File: config.mk
export PLATFORM = sky130hd
export DESIGN_NAME = vram_wr_sched
export DESIGN_NICKNAME = d
export VERILOG_FILES = /design/src/rtl/vram_pkg.sv /design/src/rtl/vram_fill_agen.sv /design/src/rtl/vram_wr_sched.sv
export SDC_FILE = /design/constraint.sdc
export NUM_CORES = 1
export LEC_CHECK = 0
export CORE_UTILIZATION = 40
export DETAILED_ROUTE_END_ITERATION = 6
export PLACE_DENSITY = 0.67
export SLEW_MARGIN = 10
export SYNTH_ARGS = -nofsm -noshare
export SYNTH_HDL_FRONTEND = slang
export SYNTH_HIERARCHICAL = 1
export SYNTH_SLANG_ARGS = --single-unit
File: constraint.sdc
create_clock -name cpu_clk -period 3.2 [get_ports cpu_clk]
set_clock_uncertainty 0.2 [all_clocks]
set_input_delay 0.64 -clock cpu_clk [delete_from_list [all_inputs] [get_ports cpu_clk]]
set_output_delay 0.64 -clock cpu_clk [all_outputs]
set_load 0.02 [all_outputs]
File: src/rtl/vram_pkg.sv
// Shared constants and types for the VRAM write scheduler.
// Rectangle fills are enabled by defining VRAM_FILL_RECT_EN.
package vram_pkg;

   localparam int VRAM_SIZE = 16000;
   localparam int LINE_W    = 160;
   localparam int VRAM_AW   = 14;

   typedef enum logic [1:0] {
      IDLE,
      RUN,
      DONE
   } fill_state_t;

   typedef logic [7:0] pixel_t;

endpackage

File: src/rtl/vram_fill_agen.sv
// Fill address generator: column/row counters and row base.
// Row stepping exists only when VRAM_FILL_RECT_EN is defined.
module vram_fill_agen
   import vram_pkg::*;
#(
   parameter int VRAM_SIZE = vram_pkg::VRAM_SIZE,
   parameter int LINE_W    = vram_pkg::LINE_W
) (
   input  logic               clk,
   input  logic               rst_n,
   input  logic               load,
   input  logic               advance,
   input  logic [VRAM_AW-1:0] base,
   input  logic [VRAM_AW-1:0] len,
   input  logic [6:0]         height,
   output logic [VRAM_AW-1:0] cur_addr,
   output logic               cur_oob,
   output logic               last
);

   localparam logic [VRAM_AW:0] LIMIT = (VRAM_AW+1)'(VRAM_SIZE);

   logic [VRAM_AW-1:0] col;
   logic [VRAM_AW-1:0] len_q;
   logic [VRAM_AW-1:0] row_base;
   logic [VRAM_AW:0]   addr_w;
   logic               row_end;

   // one spare bit so 14-bit overflow lands out of range
   assign addr_w   = {1'b0, row_base} + {1'b0, col};
   assign cur_addr = addr_w[VRAM_AW-1:0];
   assign row_end  = (col == len_q - VRAM_AW'(1));

   always_ff @(posedge clk or negedge rst_n) begin
      if (!rst_n) begin
         col   <= '0;
         len_q <= '0;
      end else if (load) begin
         col   <= '0;
         len_q <= len;
      end else if (advance) begin
         col <= row_end ? '0 : col + VRAM_AW'(1);
      end
   end

`ifdef VRAM_FILL_RECT_EN
   localparam logic [VRAM_AW:0] STRIDE = (VRAM_AW+1)'(LINE_W);

   logic [6:0]       row;
   logic [6:0]       height_q;
   logic             row_oob;
   logic [VRAM_AW:0] next_base;

   assign next_base = {1'b0, row_base} + STRIDE;
   assign last      = row_end && (row == height_q - 7'd1);
   assign cur_oob   = row_oob || (addr_w >= LIMIT);

   // row_oob is sticky: once a row starts past the end, so do all later ones
   always_ff @(posedge clk or negedge rst_n) begin
      if (!rst_n) begin
         row      <= '0;
         height_q <= '0;
         row_oob  <= 1'b0;
         row_base <= '0;
      end else if (load) begin
         row      <= '0;
         height_q <= height;
         row_oob  <= 1'b0;
         row_base <= base;
      end else if (advance && row_end) begin
         row      <= row + 7'd1;
         row_base <= next_base[VRAM_AW-1:0];
         if (next_base >= LIMIT) row_oob <= 1'b1;
      end
   end
`else
   logic unused_height;

   assign unused_height = ^height;
   assign last          = row_end;
   assign cur_oob       = (addr_w >= LIMIT);

   always_ff @(posedge clk or negedge rst_n) begin
      if (!rst_n)    row_base <= '0;
      else if (load) row_base <= base;
   end
`endif

endmodule

File: src/rtl/vram_wr_sched.sv
// VRAM write-port scheduler: CPU writes win, fill engine uses idle slots.
// Define VRAM_FILL_RECT_EN to honour fill_height (rectangle fills).
module vram_wr_sched
   import vram_pkg::*;
#(
   parameter int VRAM_SIZE = vram_pkg::VRAM_SIZE,
   parameter int LINE_W    = vram_pkg::LINE_W
) (
   input  logic         cpu_clk,
   input  logic         reset_n,
   input  logic         cpu_wr,
   input  logic [13:0]  cpu_addr,
   input  logic [7:0]   cpu_data,
   input  logic         fill_start,
   input  logic [13:0]  fill_base,
   input  logic [13:0]  fill_len,
   input  logic [6:0]   fill_height,
   input  logic [7:0]   fill_color,
   output logic         fill_busy,
   output logic         fill_done,
   output logic         oob_drop,
   output logic         vram_wr,
   output logic [13:0]  vram_addr,
   output logic [7:0]   vram_data
);

   localparam logic [VRAM_AW:0] LIMIT = (VRAM_AW+1)'(VRAM_SIZE);

   fill_state_t        state, state_n;
   pixel_t             color_q;
   logic               load, fill_slot, empty, cpu_oob;
   logic [VRAM_AW-1:0] cur_addr;
   logic               cur_oob, last;
   logic               wr_n, oob_n;
   logic [VRAM_AW-1:0] addr_n;
   pixel_t             data_n;

   assign cpu_oob   = ({1'b0, cpu_addr} >= LIMIT);
   assign load      = (state == IDLE) && fill_start;
   assign fill_slot = (state == RUN) && !cpu_wr;

`ifdef VRAM_FILL_RECT_EN
   assign empty = (fill_len == '0) || (fill_height == '0);
`else
   assign empty = (fill_len == '0);
`endif

   vram_fill_agen #(
      .VRAM_SIZE (VRAM_SIZE),
      .LINE_W    (LINE_W)
   ) u_agen (
      .clk      (cpu_clk),
      .rst_n    (reset_n),
      .load     (load),
      .advance  (fill_slot),
      .base     (fill_base),
      .len      (fill_len),
      .height   (fill_height),
      .cur_addr (cur_addr),
      .cur_oob  (cur_oob),
      .last     (last)
   );

   always_ff @(posedge cpu_clk or negedge reset_n) begin
      if (!reset_n) state <= IDLE;
      else          state <= state_n;
   end

   always_comb begin
      state_n = state;
      unique case (state)
         IDLE:    if (fill_start) state_n = empty ? DONE : RUN;
         RUN:     if (fill_slot && last) state_n = DONE;
         DONE:    state_n = IDLE;
         default: state_n = IDLE;
      endcase
   end

   // a dropped CPU write still owns the slot, so the fill waits
   always_comb begin
      wr_n   = 1'b0;
      oob_n  = 1'b0;
      addr_n = cpu_addr;
      data_n = cpu_data;
      if (cpu_wr) begin
         wr_n  = !cpu_oob;
         oob_n = cpu_oob;
      end else if (fill_slot) begin
         wr_n   = !cur_oob;
         oob_n  = cur_oob;
         addr_n = cur_addr;
         data_n = color_q;
      end
   end

   always_ff @(posedge cpu_clk or negedge reset_n) begin
      if (!reset_n) begin
         vram_wr   <= 1'b0;
         vram_addr <= '0;
         vram_data <= '0;
         oob_drop  <= 1'b0;
         fill_busy <= 1'b0;
         fill_done <= 1'b0;
         color_q   <= '0;
      end else begin
         vram_wr   <= wr_n;
         oob_drop  <= oob_n;
         fill_busy <= (state_n != IDLE);
         fill_done <= (state == DONE);
         if (wr_n) begin
            vram_addr <= addr_n;
            vram_data <= data_n;
         end
         if (load) color_q <= fill_color;
      end
   end

endmodule
==> results.sh <==
export IMPL_status="finished, violations left"
export IMPL_violations="DRC, setup timing"
export IMPL_required_ns=3.22
export IMPL_place_congestion=0.813
export IMPL_synth_top_family_by_area="multiplexers"
export IMPL_start_util_pct=41.8
export IMPL_clk_latency_ns=0.33
export IMPL_synth_warnings=6
export IMPL_routedWlPerCell_microns=16.2
export IMPL_die_h_microns=112
export IMPL_synth_nets=534
export IMPL_finalWorstSetupSlack_ns=-0.239
export IMPL_r2r_slack_ns=-0.24
export IMPL_netlist_cell_type_count=70
export IMPL_clock_sinks=78
export IMPL_slew_viol_final=0
export IMPL_ctsHoldBuffers=0
export IMPL_power_mw=5.66
export IMPL_seq_area_frac_synth_pct=40.2
export IMPL_period_share_pct=107
export IMPL_clk_pin_slew_ns=0.06
export IMPL_hold_path_class="input port to async pin"
export IMPL_min_period_ns=3.44
export IMPL_grt_ovfl_total=0
export IMPL_critPathCaptureType="flop"
export IMPL_r2r_start="u_agen/col[0]$_DFFE_PN0P_"
export IMPL_synthSimpleGateAreaFrac_pct=15.0
export IMPL_synth_compound_area_share_pct=12.5
export IMPL_grt_first_pass_wirelength_mm=20.1
export IMPL_first_pass_iters=6
export IMPL_synth_avg_cell_area_sq_um=10.8
export IMPL_peakVddDrop_mv=0.450
export IMPL_final_setup_viol_count=22
export IMPL_muxShareOfSynthArea_pct=20.4
export IMPL_die_area_sq_um=12600
export IMPL_route_detailed_drc=4
export IMPL_syn2layout_area_growth_pct=36.8
export IMPL_io_buffers=87
export IMPL_worst_setup_path_start_kind="flop"
export IMPL_ys_flop_type="dfrtp_1"
export IMPL_first_global_vias=4185
export IMPL_postRouteAntennaNets=0
export IMPL_cts_buffers=9
export IMPL_max_slew_margin_pct=33.8
export IMPL_synthCells=448
export IMPL_antenna_found_initial=0
export IMPL_grt_max_degree=79
export IMPL_ff2ff_path_depth=12
export IMPL_power_density_nw_per_um2=851
export IMPL_fmaxAchievable_ghz=0.291
export IMPL_std_cell_rows=39
export IMPL_placed_area_sq_um=6290
export IMPL_grt_setup_unrepaired="yes"
export IMPL_nets=677
export IMPL_tightest_slew_ns=0.992
export IMPL_wirelength_mm=12.0
export IMPL_grt_use_total_pct=20.1
export IMPL_synth_edff_count=0
export IMPL_cap_violations=0
export IMPL_clk_path_buf_depth=2
export IMPL_async_flop_share_pct=100
export IMPL_via_per_inst=5.41
export IMPL_cts_tree="done"
export IMPL_crit_type="flop to flop"
export IMPL_root_buffer="clkbuf_16"
export IMPL_coreArea_sq_um=11600
export IMPL_hold_viol_final=0
export IMPL_drive_gt1_share_pct=26.3
export IMPL_vias=3995
export IMPL_synthAdderAreaFrac_pct=4.53
export IMPL_drt_iter0_drc=185
export IMPL_die_w_microns=112
export IMPL_worstPathArrival_ns=3.46
export IMPL_yosys_area_share_xor_xnor_pct=4.15
export IMPL_boundaryPins=95
export IMPL_htree_levels=3
export IMPL_final_area_sq_um=6650
export IMPL_hpwl_mm=8.82
export IMPL_syn_area_sq_um=4860
export IMPL_finish_utilization_pct=57.2
export IMPL_synth_seq_cells=78
export IMPL_diodes=0
export IMPL_p_leak_nw=2.91
export IMPL_whs_ns=0.257
export IMPL_r2r_end="vram_data[5]$_DFFE_PN0P_"
export IMPL_crit_fanout=17
-- cells by family after synthesis --
group	after synthesis
flops	78
mux	82
fa+ha+maj	17
simple gates	128
xor+xnor	23
compound gates	85
buf+inv	35
-- worst max-delay path, stage by stage, from the launching register on --
cell      delay, ns
dfrtp_1        0.38
ha_2           0.21
fa_2           0.37
a211oi_4       0.25
o21bai_2       0.13
a21oi_2        0.19
xor2_2         0.09
a2111o_1       0.45
o41ai_4        0.26
nor3b_2        0.08
o22a_2         0.22
buf_12         0.17
mux2_4         0.30
-- metrics by stage --
step / TNS [ns] / setup slack [ns] / instances
final: -4.84 / -0.239 / 739
after global routing: -7.70 / -0.368 / 739
after CTS: -5.30 / -0.253 / 738
after detailed placement: -5.62 / -0.267 / 721
after global placement: -4.96 / -0.235 / 721
after floorplan: -2.11 / -0.113 / 448
-- worst max path at each step --
stage                                         start                        to  slack (ns)
after global routing      u_agen/col[0]$_DFFE_PN0P_  vram_data[7]$_DFFE_PN0P_       -0.37
after global placement    u_agen/col[0]$_DFFE_PN0P_  vram_addr[2]$_DFFE_PN0P_       -0.23
after detailed placement  u_agen/col[0]$_DFFE_PN0P_  vram_addr[0]$_DFFE_PN0P_       -0.27
after CTS                 u_agen/col[0]$_DFFE_PN0P_  vram_addr[0]$_DFFE_PN0P_       -0.25
final                     u_agen/col[0]$_DFFE_PN0P_  vram_data[5]$_DFFE_PN0P_       -0.24
after floorplan           u_agen/col[0]$_DFFE_PN0P_  vram_addr[0]$_DFFE_PN0P_       -0.11
-- report_power, final --
| part | internal (mW) | total [mW] | switching, mW |
|---|---|---|---|
| logic | 1.60 | 2.95 | 1.35 |
| clock network | 0.555 | 0.980 | 0.424 |
| registers | 1.38 | 1.73 | 0.348 |
-- sequential cells by signal, summed over array words and instances (netlist names), 2 cells and up --
register and flops:
u_agen/col 14, u_agen/row_base 14, vram_addr 14, u_agen/len_q 14, vram_data 8, state 2
color_q 8
-- layout make-up --
type                       count  area, sq um
tap                          143          179
inverter                      21         78.8
clock buffer                  11          243
sequential                    78         1950
fill                        1015         4970
multi-input combinational    335         2810
timing repair buffer         146         1340
clock inverter                 5         42.5
-- per-layer routing --
layer | GRT usage (%) | part of all wire, % | vias up
met4 | 5.33 | 0.73 | 0
met1 | 24.5 | 44 | 1946
met5 | 0 | 0 | -
met2 | 35.8 | 50 | 92
met3 | 4.64 | 4.9 | 5
li1 | - | - | 1952
-- cells in the mapped netlist (3+ instances only) --
library cell	instances	share of area (%)
and4_1	3	0.54
nand2_1	23	1.8
mux2_4	20	6.2
a21o_1	5	0.77
mux2i_1	6	1.2
and3_1	9	1.2
mux2_1	18	4.2
nor4_1	12	1.5
xnor2_1	11	2.0
xor2_1	12	2.2
o21ai_0	23	2.4
nand4_1	4	0.51
nand3_1	16	1.6
dfrtp_1	78	40
ha_1	16	4.1
nor2_1	26	2.0
nand2b_1	4	0.51
mux2_2	38	8.8
inv_1	19	1.5
o21bai_1	3	0.46
a21oi_1	17	1.8
nor3_1	10	1.0
clkbuf_1	10	0.77
buf_6	4	0.93
a21boi_0	3	0.46
o311ai_0	4	0.72
-- cells in the final DEF, fill, tap and decap left out, types with 2 or more instances in the layout --
| master | n |
|---|---|
| clkdlybuf4s50_1 | 86 |
| dfrtp_1 | 78 |
| buf_4 | 57 |
| mux2_2 | 38 |
| nor2_1 | 26 |
| nand2_1 | 23 |
| o21ai_0 | 22 |
| mux2_4 | 20 |
| inv_1 | 19 |
| mux2_1 | 18 |
| a21oi_1 | 16 |
| nand3_1 | 16 |
| ha_1 | 15 |
| nor4_1 | 12 |
| xnor2_1 | 11 |
| xor2_1 | 11 |
| nor3_1 | 10 |
| clkbuf_16 | 9 |
| and3_1 | 9 |
| mux2i_1 | 6 |
| a21o_1 | 5 |
| nand4_1 | 4 |
| nand2b_1 | 4 |
| o311ai_0 | 4 |
| and4_1 | 3 |
| o22ai_1 | 2 |
| o211ai_1 | 2 |
| inv_6 | 2 |
| clkinv_4 | 2 |
| buf_12 | 2 |
| or3_1 | 2 |
| a21boi_0 | 2 |
| o21bai_1 | 2 |
| a211o_1 | 2 |
| nor4_4 | 2 |
| or2_2 | 2 |
| nor2b_1 | 2 |
| a2111oi_2 | 2 |
-- what timing repair did --
item | 4_1_cts | 5_1_grt
pin swaps | 0 | 1
gates resized for setup | 2 | 9
buffers inserted | 1 | 1
endpoints found under the setup margin | 22 | 25
Note: power is estimated with default switching activity, not from simulation.
